[config.mk]
export PLATFORM = sky130hd
export DESIGN_NAME = picorv32_axil_master
export DESIGN_NICKNAME = d
export VERILOG_FILES = /design/src/rtl/picorv32_axil_master.sv
export SDC_FILE = /design/constraint.sdc
export NUM_CORES = 1
export LEC_CHECK = 0
export CAP_MARGIN = 30
export CORE_MARGIN = 4
export CORE_UTILIZATION = 36
export DETAILED_ROUTE_END_ITERATION = 16
export PLACE_DENSITY = 0.7
export SLEW_MARGIN = 20
export SYNTH_ARGS = -nofsm -noshare
export SYNTH_HDL_FRONTEND = slang
export SYNTH_SLANG_ARGS = --single-unit
[constraint.sdc]
create_clock -name clk -period 2.34 [get_ports clk]
set_input_delay 0.468 -clock clk [delete_from_list [all_inputs] [get_ports clk]]
set_output_delay 0.468 -clock clk [all_outputs]
set_load 0.02 [all_outputs]
[src/rtl/picorv32_axil_master.sv]
// picorv32_axil_master: bridges the PicoRV32 native memory bus to a single AXI4-Lite master port.
// Optional watchdog: define AXIM_TIMEOUT_EN. Revision 1.0.
`default_nettype none

module picorv32_axil_master #(
    parameter int ADDR_W         = 32,
    parameter int TIMEOUT_CYCLES = 255
) (
    input  logic              clk,
    input  logic              resetn,

    input  logic              mem_valid,
    input  logic              mem_instr,
    input  logic [31:0]       mem_addr,
    input  logic [31:0]       mem_wdata,
    input  logic [3:0]        mem_wstrb,
    output logic              mem_ready,
    output logic [31:0]       mem_rdata,
    output logic              bus_err,

    output logic [ADDR_W-1:0] m_axi_awaddr,
    output logic [2:0]        m_axi_awprot,
    output logic              m_axi_awvalid,
    input  logic              m_axi_awready,
    output logic [31:0]       m_axi_wdata,
    output logic [3:0]        m_axi_wstrb,
    output logic              m_axi_wvalid,
    input  logic              m_axi_wready,
    input  logic [1:0]        m_axi_bresp,
    input  logic              m_axi_bvalid,
    output logic              m_axi_bready,
    output logic [ADDR_W-1:0] m_axi_araddr,
    output logic [2:0]        m_axi_arprot,
    output logic              m_axi_arvalid,
    input  logic              m_axi_arready,
    input  logic [31:0]       m_axi_rdata,
    input  logic [1:0]        m_axi_rresp,
    input  logic              m_axi_rvalid,
    output logic              m_axi_rready
);

    typedef enum logic [2:0] {
        IDLE  = 3'd0,
        WRITE = 3'd1,
        WRESP = 3'd2,
        RADDR = 3'd3,
        RDATA = 3'd4
    } state_t;

    state_t              state;
    state_t              state_nxt;
    logic [ADDR_W-1:0]   awaddr_nxt;
    logic                awvalid_nxt;
    logic [31:0]         wdata_nxt;
    logic [3:0]          wstrb_nxt;
    logic                wvalid_nxt;
    logic                bready_nxt;
    logic [ADDR_W-1:0]   araddr_nxt;
    logic [2:0]          arprot_nxt;
    logic                arvalid_nxt;
    logic                rready_nxt;
    logic                ready_nxt;
    logic [31:0]         rdata_nxt;
    logic                err_nxt;
    logic                timeout_hit;

    assign m_axi_awprot = 3'b000;

`ifdef AXIM_TIMEOUT_EN
    localparam int CNT_W = $clog2(TIMEOUT_CYCLES + 1);

    logic [CNT_W-1:0] tmo_cnt;

    assign timeout_hit = (state != IDLE) && (tmo_cnt == CNT_W'(TIMEOUT_CYCLES));

    // Held at zero in IDLE, so it starts from zero at every launch.
    always_ff @(posedge clk) begin
        if (!resetn || state == IDLE) begin
            tmo_cnt <= '0;
        end else if (!timeout_hit) begin
            tmo_cnt <= tmo_cnt + 1'b1;
        end
    end
`else
    logic unused_timeout;

    assign timeout_hit    = 1'b0;
    assign unused_timeout = (TIMEOUT_CYCLES == 0);
`endif

    always_ff @(posedge clk) begin
        if (!resetn) begin
            state         <= IDLE;
            m_axi_awaddr  <= '0;
            m_axi_awvalid <= 1'b0;
            m_axi_wdata   <= '0;
            m_axi_wstrb   <= '0;
            m_axi_wvalid  <= 1'b0;
            m_axi_bready  <= 1'b0;
            m_axi_araddr  <= '0;
            m_axi_arprot  <= '0;
            m_axi_arvalid <= 1'b0;
            m_axi_rready  <= 1'b0;
            mem_ready     <= 1'b0;
            mem_rdata     <= '0;
            bus_err       <= 1'b0;
        end else begin
            state         <= state_nxt;
            m_axi_awaddr  <= awaddr_nxt;
            m_axi_awvalid <= awvalid_nxt;
            m_axi_wdata   <= wdata_nxt;
            m_axi_wstrb   <= wstrb_nxt;
            m_axi_wvalid  <= wvalid_nxt;
            m_axi_bready  <= bready_nxt;
            m_axi_araddr  <= araddr_nxt;
            m_axi_arprot  <= arprot_nxt;
            m_axi_arvalid <= arvalid_nxt;
            m_axi_rready  <= rready_nxt;
            mem_ready     <= ready_nxt;
            mem_rdata     <= rdata_nxt;
            bus_err       <= err_nxt;
        end
    end

    always_comb begin
        state_nxt   = state;
        awaddr_nxt  = m_axi_awaddr;
        awvalid_nxt = m_axi_awvalid;
        wdata_nxt   = m_axi_wdata;
        wstrb_nxt   = m_axi_wstrb;
        wvalid_nxt  = m_axi_wvalid;
        bready_nxt  = m_axi_bready;
        araddr_nxt  = m_axi_araddr;
        arprot_nxt  = m_axi_arprot;
        arvalid_nxt = m_axi_arvalid;
        rready_nxt  = m_axi_rready;
        ready_nxt   = 1'b0;
        rdata_nxt   = mem_rdata;
        err_nxt     = 1'b0;

        case (state)
            IDLE: begin
                // mem_valid is still high during the mem_ready pulse; do not relaunch then.
                if (mem_valid && !mem_ready) begin
                    if (mem_wstrb != 4'b0000) begin
                        awaddr_nxt  = mem_addr[ADDR_W-1:0];
                        wdata_nxt   = mem_wdata;
                        wstrb_nxt   = mem_wstrb;
                        awvalid_nxt = 1'b1;
                        wvalid_nxt  = 1'b1;
                        state_nxt   = WRITE;
                    end else begin
                        araddr_nxt  = mem_addr[ADDR_W-1:0];
                        arprot_nxt  = mem_instr ? 3'b100 : 3'b000;
                        arvalid_nxt = 1'b1;
                        state_nxt   = RADDR;
                    end
                end
            end
            WRITE: begin
                if (m_axi_awvalid && m_axi_awready) begin
                    awvalid_nxt = 1'b0;
                end
                if (m_axi_wvalid && m_axi_wready) begin
                    wvalid_nxt = 1'b0;
                end
                if (!awvalid_nxt && !wvalid_nxt) begin
                    bready_nxt = 1'b1;
                    state_nxt  = WRESP;
                end
            end
            WRESP: begin
                if (m_axi_bvalid && m_axi_bready) begin
                    bready_nxt = 1'b0;
                    ready_nxt  = 1'b1;
                    err_nxt    = (m_axi_bresp != 2'b00);
                    state_nxt  = IDLE;
                end
            end
            RADDR: begin
                if (m_axi_arvalid && m_axi_arready) begin
                    arvalid_nxt = 1'b0;
                    rready_nxt  = 1'b1;
                    state_nxt   = RDATA;
                end
            end
            RDATA: begin
                if (m_axi_rvalid && m_axi_rready) begin
                    rready_nxt = 1'b0;
                    rdata_nxt  = m_axi_rdata;
                    ready_nxt  = 1'b1;
                    err_nxt    = (m_axi_rresp != 2'b00);
                    state_nxt  = IDLE;
                end
            end
            default: begin
                state_nxt = IDLE;
            end
        endcase

        // A handshake that advances the state on the expiry edge still wins.
        if (timeout_hit && state_nxt == state) begin
            awvalid_nxt = 1'b0;
            wvalid_nxt  = 1'b0;
            bready_nxt  = 1'b0;
            arvalid_nxt = 1'b0;
            rready_nxt  = 1'b0;
            ready_nxt   = 1'b1;
            err_nxt     = 1'b1;
            if (state == RADDR || state == RDATA) begin
                rdata_nxt = 32'hDEADBEEF;
            end
            state_nxt   = IDLE;
        end
    end

endmodule

`default_nettype wire

==> impl_metrics.yaml <==
logic_synthesis:
  synth_xor_area_share_pct: 0.160
  synthesis.area_sq_mm: 0.00549
  synth.avg_cell_area_sq_um: 8.45
  post-synth-top-count-cell: "nand2_1"
  synth_top_family_by_area: "simple AND/OR/NAND/NOR gates"
  yosys_warnings: 0
  synth_top_area_share_pct: 52.2
  ys_seq_area_share_pct: 52.2
  synth_seq_cells: 143
  synthFlopType: "dfxtp_1"
  netlist_top_cells_area: "dfxtp_1 (52%), nand2_1 (18%), a21boi_0 (14%)"
  synthAdderAreaFrac_pct: 0
  ys_async_sr_fraction_pct: 0
  synth_cells: 649
  yosysTopAreaCell: "dfxtp_1"
  synth_edf_count: 0
  synth_mux_area_share_pct: 0.182
  ys_types: 36
  synth_compound_area_share_pct: 20.1
  synth_simple_gate_area_share_pct: 21.9
  synth_common_cells: "nand2_1 (270), dfxtp_1 (143), a21boi_0 (102)"
global_routing:
  grt_pass1_vias: 4827
  antenna_found_initial: 0
  gr-usage-met3_pct: 8.91
  use_met2_pct: 29.4
  grt_usage_pct: 18.0
  grt_pass1_wl_mm: 25.4
  grtUsageMet1_pct: 20.2
  grt_busiest_layer: "met2"
  grt_max_degree: 62
  grt_remaining_overflow: 0
pwr:
  ir_drop_v: 0.000664
  power_density_mw_per_mm2: 708
  p_leak_nw: 3.12
clocking:
  cts_root_buf: "clkbuf_16"
  htreeDepth: 4
  cts.sinks: 143
  postCtsHoldBufs: 0
  cts_tree: "done"
  ctsResizeCount: 0
  clkTransAtPathRegs_ns: 0.06
  clockBufferDepth: 2
  clock_latency_ns: 0.41
  cts_inserted_buffers: 17
  postCtsSetupRepairBufs: 0
cells_and_area:
  final_nets: 995
  syn_to_final_growth_pct: 59.8
  antennaDiodeCount: 0
  design_area_sq_mm: 0.00877
  drive_above_1_share_pct: 5.36
timing:
  finalHoldViolCount: 0
  setup_viol: 0
  rsz0062_at_grt: "false"
  min_period_ns: 1.89
  slew_violations: 0
  clock_skew_ns: 0.00718
  finalSetupTns_ns: 0
  fin_crit_sh_pct: 80.9
  max_clock_freq_ghz: 0.528
setup_path:
  path_buf_inv: 1
  worstSetupStartpointType: "flop"
  critPathTopFamily: "buffers and inverters"
  worst_path_max_delay_cell: "clkdlybuf4s50_1"
  path_cells: "clkdlybuf4s50_1"
  max_stage_delay_ns: 0.65
  worst_ep_arrival_time_ns: 1.43
  worstPathMaxFanout: 4
  critPathKind: "flop to output port"
  required_ns: 1.87
  end_kind: "output port"
floorplanning:
  dieArea_sq_mm: 0.0173
  coreArea_sq_mm: 0.0148
  num_rows: 44
  fp.dieW_microns: 131
  die_h_microns: 131
  start_util_pct: 37.2
  pin_count: 258
drt:
  wirelength_mm: 15.8
  routed_via_density: 4.63
  first_pass_iters: 4
  vias: 4997
  antenna_left: 0
  drc: 0
  wire_per_inst_microns: 14.6
  drtIter0Drc: 219
place:
  io_buffers: 252
  dpl.hpwl_mm: 11.2
  post_dp_cell_area_sq_mm: 0.00817
  finalWeightedCongestion: 0.749
run:
  cap_violations: 0
outcome:
  outcome: "finished clean"
worst_hold_path:
  min_path_type: "flop to flop"
## layer usage
metal	wire (microns)	part of all wire (%)
met5	0	0
met4	337	2.1
met3	1600	10
met2	7320	46
met1	6550	41
## registers in the layout, indices dropped and copies added (netlist names), 3 cells and up
signal        cells
m_axi_araddr     32
m_axi_awaddr     32
m_axi_wdata      32
m_axi_wstrb       4
mem_rdata        32
state             3
## cell families (layout without fill, tap and decap cells)
group | Yosys count | after routing
flops | 143 | 143
xor+xnor | 1 | 1
compound gates | 149 | 149
mux | 1 | 1
buf+inv | 56 | 298
simple gates | 298 | 298
other cells | 1 | 5
## power breakdown
part / internal (W) / switching [W] / total, W / leakage, nW
Combinational: 0.000470 / 0.000421 / 0.000891 / 1.67
Sequential: 0.00254 / 0.0000573 / 0.00260 / 1.16
Clock: 0.00173 / 0.000989 / 0.00272 / 0.286
## per-stage QoR
step                worst slack (ns)  hold slack (ns)  std cells  total power, W  util, %
floorplan                      0.609            0.531        653         0.00307        -
global placement               0.164            0.441       1047         0.00354     55.4
global route                   0.297            0.458       1079         0.00647     59.4
CTS                            0.413            0.434       1079         0.00629     59.4
detailed placement            0.0713            0.446       1047         0.00355     55.4
finish                         0.446            0.449       1079         0.00621     59.4
## path summary, 6_finish.rpt
path,slack (ns),startpoint,cells past startpoint,end
worst max-delay path,0.45,m_axi_rready$_SDFFE_PN0P_,1,m_axi_rready
worst min-delay path,0.45,m_axi_awaddr[29]$_SDFFE_PN0P_,2,m_axi_awaddr[29]$_SDFFE_PN0P_
worst max register to register,0.52,state[2]$_SDFFE_PN0P_,5,mem_rdata[29]$_SDFFE_PN0P_
worst min register to register,0.45,m_axi_awaddr[29]$_SDFFE_PN0P_,2,m_axi_awaddr[29]$_SDFFE_PN0P_
## cell type report
class	count	area (sq um)
Clock buffer	22	464
Clock inverter	10	136
Fill cell	1342	5990
Inverter	3	11.3
Multi-Input combinational cell	454	2350
Sequential cell	143	2860
Tap cell	184	230
Timing Repair Buffer	263	2720
## placed cells by master, fill, tap and decap left out, types with 4 or more instances in the layout
| cell type | count |
|---|---|
| nand2_1 | 270 |
| clkdlybuf4s50_1 | 251 |
| dfxtp_1 | 143 |
| a21boi_0 | 102 |
| a21boi_1 | 30 |
| clkbuf_16 | 17 |
| buf_12 | 9 |
| nand3_1 | 5 |
| conb_1 | 5 |
| nor2b_1 | 4 |
| a21oi_1 | 4 |
Power figures use the tool's default switching activity.
